<file path="config.mk">
export PLATFORM = sky130hd
export DESIGN_NAME = ram_block_reader
export DESIGN_NICKNAME = d
export VERILOG_FILES = /design/src/rtl/ram_rd_pkg.sv /design/src/rtl/stream_fifo.sv /design/src/rtl/ram_block_reader.sv
export SDC_FILE = /design/constraint.sdc
export NUM_CORES = 1
export LEC_CHECK = 0
export CAP_MARGIN = 20
export CORE_MARGIN = 10
export CORE_UTILIZATION = 40
export DETAILED_ROUTE_END_ITERATION = 8
export DONT_BUFFER_PORTS = 1
export PLACE_DENSITY = 0.62
export SLEW_MARGIN = 20
export SYNTH_ARGS = -nofsm -noshare
export SYNTH_HDL_FRONTEND = slang
export SYNTH_SLANG_ARGS = --single-unit
</file>
<file path="constraint.sdc">
create_clock -name clk -period 5.6 [get_ports clk]
set_input_delay 1.12 -clock clk [delete_from_list [all_inputs] [get_ports clk]]
set_output_delay 1.12 -clock clk [all_outputs]
set_load 0.02 [all_outputs]
</file>
<file path="src/rtl/ram_rd_pkg.sv">
// Shared constants and state type for the RAM read-side initiator.
package ram_rd_pkg;

  localparam int unsigned MEM_OFFSET = 206800;
  localparam int unsigned MEM_DEPTH  = 204900;

  typedef enum logic [1:0] {
    IDLE  = 2'd0,
    READ  = 2'd1,
    DRAIN = 2'd2
  } state_t;

endpackage

</file>
<file path="src/rtl/stream_fifo.sv">
// Synchronous first-word-fall-through FIFO; head entry is read straight from the register array.
module stream_fifo #(
  parameter int unsigned DW    = 33,
  parameter int unsigned DEPTH = 4
) (
  input  logic          clk,
  input  logic          nrst,
  input  logic          push,
  input  logic [DW-1:0] din,
  output logic          full,
  input  logic          pop,
  output logic [DW-1:0] dout,
  output logic          empty
);

  localparam int unsigned PW = (DEPTH > 1) ? $clog2(DEPTH) : 1;

  logic [DW-1:0] mem_q [DEPTH];
  logic [PW-1:0] wr_q;
  logic [PW-1:0] rd_q;
  logic [PW:0]   cnt_q;
  logic          do_push;
  logic          do_pop;

  assign empty   = (cnt_q == '0);
  assign full    = (cnt_q == (PW+1)'(DEPTH));
  assign do_pop  = pop & ~empty;
  // A push into a full FIFO is legal when the head leaves in the same cycle.
  assign do_push = push & (~full | do_pop);
  assign dout    = mem_q[rd_q];

  always_ff @(posedge clk or negedge nrst) begin
    if (!nrst) begin
      wr_q  <= '0;
      rd_q  <= '0;
      cnt_q <= '0;
      for (int unsigned i = 0; i < DEPTH; i++) mem_q[i] <= '0;
    end else begin
      if (do_push) begin
        mem_q[wr_q] <= din;
        wr_q        <= wr_q + PW'(1);
      end
      if (do_pop) rd_q <= rd_q + PW'(1);
      if (do_push && !do_pop)      cnt_q <= cnt_q + (PW+1)'(1);
      else if (do_pop && !do_push) cnt_q <= cnt_q - (PW+1)'(1);
    end
  end

endmodule

</file>
<file path="src/rtl/ram_block_reader.sv">
// Read-side RAM initiator: range-checks a request, walks the RAM port and streams words with a last flag.
module ram_block_reader
  import ram_rd_pkg::*;
#(
  parameter int unsigned WIDTH      = 32,
  parameter int unsigned CNT_W      = 16,
  parameter int unsigned FIFO_DEPTH = 4
) (
  input  logic             clk,
  input  logic             nrst,
  input  logic             start,
  input  logic [WIDTH-1:0] base_addr,
  input  logic [CNT_W-1:0] word_count,
  output logic             busy,
  output logic             done,
  output logic             err,
  output logic [WIDTH-1:0] mem_address,
  output logic [WIDTH-1:0] mem_wdata,
  output logic             mem_enw,
  input  logic [WIDTH-1:0] mem_rdata,
  output logic             m_valid,
  output logic [WIDTH-1:0] m_data,
  output logic             m_last,
  input  logic             m_ready
);

  state_t           state_q, state_d;
  logic [WIDTH-1:0] addr_q, addr_d;
  logic [CNT_W-1:0] rem_q, rem_d;
  logic             done_q, done_d;
  logic             err_q, err_d;

  logic [WIDTH:0]   base_ext;
  logic [WIDTH:0]   end_ext;
  logic             in_window;

  logic             f_full;
  logic             f_empty;
  logic [WIDTH:0]   f_dout;
  logic             push;
  logic             pop;
  logic             is_last;

  assign base_ext  = {1'b0, base_addr};
  assign end_ext   = base_ext + (WIDTH+1)'(word_count);
  assign in_window = (base_ext >= (WIDTH+1)'(MEM_OFFSET)) &&
                     (end_ext  <= (WIDTH+1)'(MEM_OFFSET + MEM_DEPTH));

  assign is_last = (rem_q == CNT_W'(1));
  assign pop     = ~f_empty & m_ready;
  assign push    = (state_q == READ) & (~f_full | pop);

  stream_fifo #(
    .DW    (WIDTH + 1),
    .DEPTH (FIFO_DEPTH)
  ) u_fifo (
    .clk   (clk),
    .nrst  (nrst),
    .push  (push),
    .din   ({is_last, mem_rdata}),
    .full  (f_full),
    .pop   (pop),
    .dout  (f_dout),
    .empty (f_empty)
  );

  always_comb begin
    state_d = state_q;
    addr_d  = addr_q;
    rem_d   = rem_q;
    done_d  = 1'b0;
    err_d   = err_q;
    unique case (state_q)
      IDLE: begin
        if (start) begin
          if (!in_window) begin
            err_d = 1'b1;
          end else begin
            err_d = 1'b0;
            if (word_count == '0) begin
              done_d = 1'b1;
            end else begin
              addr_d  = base_addr;
              rem_d   = word_count;
              state_d = READ;
            end
          end
        end
      end
      READ: begin
        if (push) begin
          rem_d = rem_q - CNT_W'(1);
          // Address parks on the final word so the port never shows an out-of-window value.
          if (is_last) state_d = DRAIN;
          else         addr_d  = addr_q + WIDTH'(1);
        end
      end
      DRAIN: begin
        if (pop && f_dout[WIDTH]) begin
          done_d  = 1'b1;
          state_d = IDLE;
        end
      end
      default: state_d = IDLE;
    endcase
  end

  always_ff @(posedge clk or negedge nrst) begin
    if (!nrst) begin
      state_q <= IDLE;
      addr_q  <= WIDTH'(MEM_OFFSET);
      rem_q   <= '0;
      done_q  <= 1'b0;
      err_q   <= 1'b0;
    end else begin
      state_q <= state_d;
      addr_q  <= addr_d;
      rem_q   <= rem_d;
      done_q  <= done_d;
      err_q   <= err_d;
    end
  end

  assign busy        = (state_q != IDLE);
  assign done        = done_q;
  assign err         = err_q;
  assign mem_address = addr_q;
  assign mem_wdata   = '0;
  assign mem_enw     = 1'b0;
  assign m_valid     = ~f_empty;
  assign m_data      = f_dout[WIDTH-1:0];
  assign m_last      = ~f_empty & f_dout[WIDTH];

endmodule

</file>
==> impl_metrics.yaml <==
run_status:
  status: "complete, no violations"
route:
  drc: 0
  via_per_inst: 5.990
  drt-pass1-iter-count: 5
  ant_nets: 0
  drt_iter0_markers: 696
  route.detailed.wl_per_inst_um: 22.50
  num_vias: 8943
  totalWireLength_um: 33590
synth:
  synthFlopType: "dfrtp_1"
  netlist.area_leader.share_pct: 39.24
  synth_most_common_cell: "dfrtp_1"
  ys_ff_latch: 191
  seq_area_frac_synth_pct: 41.28
  synth_cell_types: 76
  syn_area_um2: 11610
  synthTopCellsByArea: "dfrtp_1, mux2_2, mux4_2, a21oi_1, o21ai_0"
  avgSynthCellArea_um2: 10.21
  synth_cells: 1137
  yosysWarnings: 0
  yosysTopAreaCell: "dfrtp_1"
  synth_common_cells: "dfrtp_1, mux2_2, nor2_1, nand2_1, a21oi_1"
  async_flop_share_pct: 100.0
  synth-edff-count: 0
sta:
  slew_headroom_pct: 33.32
  grt_setup_unrepaired: "no"
  fin_crit_ps: 4528
  setup_slack_ps: 1072
  fin_crit_sh_pct: 80.85
  tightest_slew_ps: 997.7
  slew_violations: 0
  finalSetupViolations: 0
  skew_ps: 14.53
  fmax_mhz: 220.9
  fin_tns_setup_ps: 0
  final_hold_viol_count: 0
clocking:
  numCtsBuffers: 17
  cts_sinks: 191
  cts-hold-fix-buffers: 0
  clk_latency_ps: 450
  clock_path_buffers: 2
  cts_setup_buffers: 0
  cts-resized-gates: 0
  clk_pin_slew_worst_paths_ps: 80
  cts_tree: "built"
  cts-root-buf: "clkbuf_16"
  cts_max_level: 4
setup_path:
  timing.rr.end: "mem_address[30]"
  crit-reg2reg-launch: "mem_address[0]"
  slowest_delay_ps: 430
  required_ps: 5930
  crit_slowest_cell: "fa_1"
  path_cells: "ha_1, fa_1, a21o_1, a221oi_4, o31a_1, mux2_2, nor4b_1, nand4_1, nor4b_4, buf_4, nor2_1, o32a_1"
  r2r_slack_ps: 1920
  start_kind: "input port"
  cp_top_family: "simple AND/OR/NAND/NOR gates"
  critPathMaxFanout: 31
  path_class: "in2reg"
  endpoint: "mem_address[31]"
  end_kind: "flip-flop"
  startpoint: "base_addr[0]"
  critical_path_buf_inv_count: 1
  ff2ff_path_depth: 10
  crit_arrival_ps: 4860
  worst-path-stages: 12
pwr:
  ir_worst_vdd_uv: 201.3
  cellPowerDensity_nw_per_um2: 259.2
  p_leak_nw: 5.451
floorplan:
  rows: 62
  die_x_um: 190.3
  core_um2: 28700
  die_area_um2: 36230
  dieHeight_um: 190.3
  start_util_pct: 40.44
  ios: 186
placement:
  portBuffers: 0
  dp_worst_setup_slack_ps: 640.9
  place.gp.congestion: 0.9252
  dp_hpwl_um: 23830
finish:
  n_antenna_cell: 0
  nets: 1206
  area_growth_pct: 7.040
  drive_gt1_share_pct: 21.37
  fin_util_pct: 43.28
grt:
  grt_pass1_wl_um: 52210
  grt-ovfl-total: 0
  grt_max_degree: 192
  grt_antenna_before_repair: 0
  first_global_vias: 8629
  track_usage_pct: 18.29
min_path:
  hold_path.class: "in2async"
run:
  cap_violations: 0
-- final cells by class --
cell class | instances | area (um2)
Clock buffer | 17 | 425.4
Clock inverter | 15 | 190.2
Fill cell | 2755 | 16280
Inverter | 17 | 63.81
Multi-Input combinational cell | 851 | 6324
Sequential cell | 191 | 4792
Tap cell | 384 | 480.5
Timing Repair Buffer | 18 | 147.6
-- sequential cells by signal, indices dropped and copies added (netlist names) --
signal and flops:
mem_address 32, u_fifo.mem_q 132, rem_q 16, u_fifo.wr_q 2, done 1, err 1
state_q 2, u_fifo.rd_q 2, u_fifo.cnt_q 3
-- worst register-to-register path, stage by stage, from the launching register on --
cell and delay (ps):
dfrtp_1 620, ha_1 290, nand3_1 140, nor3_1 490
and4_1 440, nand2_1 120, nor4b_1 840, nand2_1 160
nor2_1 110, o21ai_0 80, a32o_1 270
-- worst min path at each step --
| stage | from | slack (ps) | end |
|---|---|---|---|
| 5_1_grt | nrst | 330 | u_fifo.mem_q[6] |
| 2_1_floorplan | u_fifo.mem_q[65] | 440 | u_fifo.mem_q[65] |
| 3_5_place_dp | u_fifo.mem_q[98] | 470 | u_fifo.mem_q[98] |
| 3_3_place_gp | u_fifo.mem_q[98] | 460 | u_fifo.mem_q[98] |
| 6_report | nrst | 370 | u_fifo.mem_q[6] |
| 4_1_cts | nrst | 350 | u_fifo.mem_q[6] |
-- metrics by stage --
stage	std cells	instance area, um2	hold WS, ps	power (mW)
final	1493	12420	369.3	3.220
after global routing	1493	12420	329.7	3.370
after floorplan	1169	11730	444.6	1.886
after CTS	1492	12400	345.2	3.244
after global placement	1460	11790	458.2	1.967
after detailed placement	1460	11790	471.0	1.969
-- layout by cell type, fill, tap and decap left out, drive strengths merged, types with 8 or more instances in the layout --
master   synthesis  layout
dfrtp          182     182
mux2           131     131
nor2            83      83
nand2           74      74
a21oi           72      72
o21ai           68      68
nor3            41      41
nand3           39      39
mux4            33      33
conb             1      33
nand4           25      25
ha              24      24
inv             17      24
a31oi           19      19
nor4            18      18
buf             52      18
clkbuf          58      17
xnor2           13      13
a211oi          12      12
and3            10      10
o22ai           10      10
a2bb2oi          9       9
dfstp            9       9
nor4b            9       9
o211ai           9       9
and4             8       8
-- logic make-up after synthesis --
logic type | share of synthesized area [%]
AO/OA/AOI/OAI | 14.46
XOR/XNOR | 1.509
adder cells (fa/ha/maj) | 2.932
flip-flops | 41.28
other | 0.03231
multiplexers | 19.46
buffers and inverters | 5.358
AND/OR/NAND/NOR | 14.97
-- power breakdown --
part | leakage, nW | switching (mW) | total, mW | internal [mW]
sequential | 2.59 | 0.0698 | 1.47 | 1.40
clock | 0.302 | 0.617 | 1.26 | 0.647
combinational | 2.56 | 0.262 | 0.486 | 0.224
total | 5.45 | 0.949 | 3.22 | 2.27
-- per-layer routing --
metal | routed length, um | up-vias | global-route usage (%)
met5 | 0 | - | 0
met4 | 563 | 0 | 4.664
met3 | 2418 | 29 | 4.938
met2 | 15890 | 309 | 28.70
met1 | 14720 | 4471 | 24.48
li1 | - | 4134 | -
No activity file was read; power rests on OpenSTA's default activity.
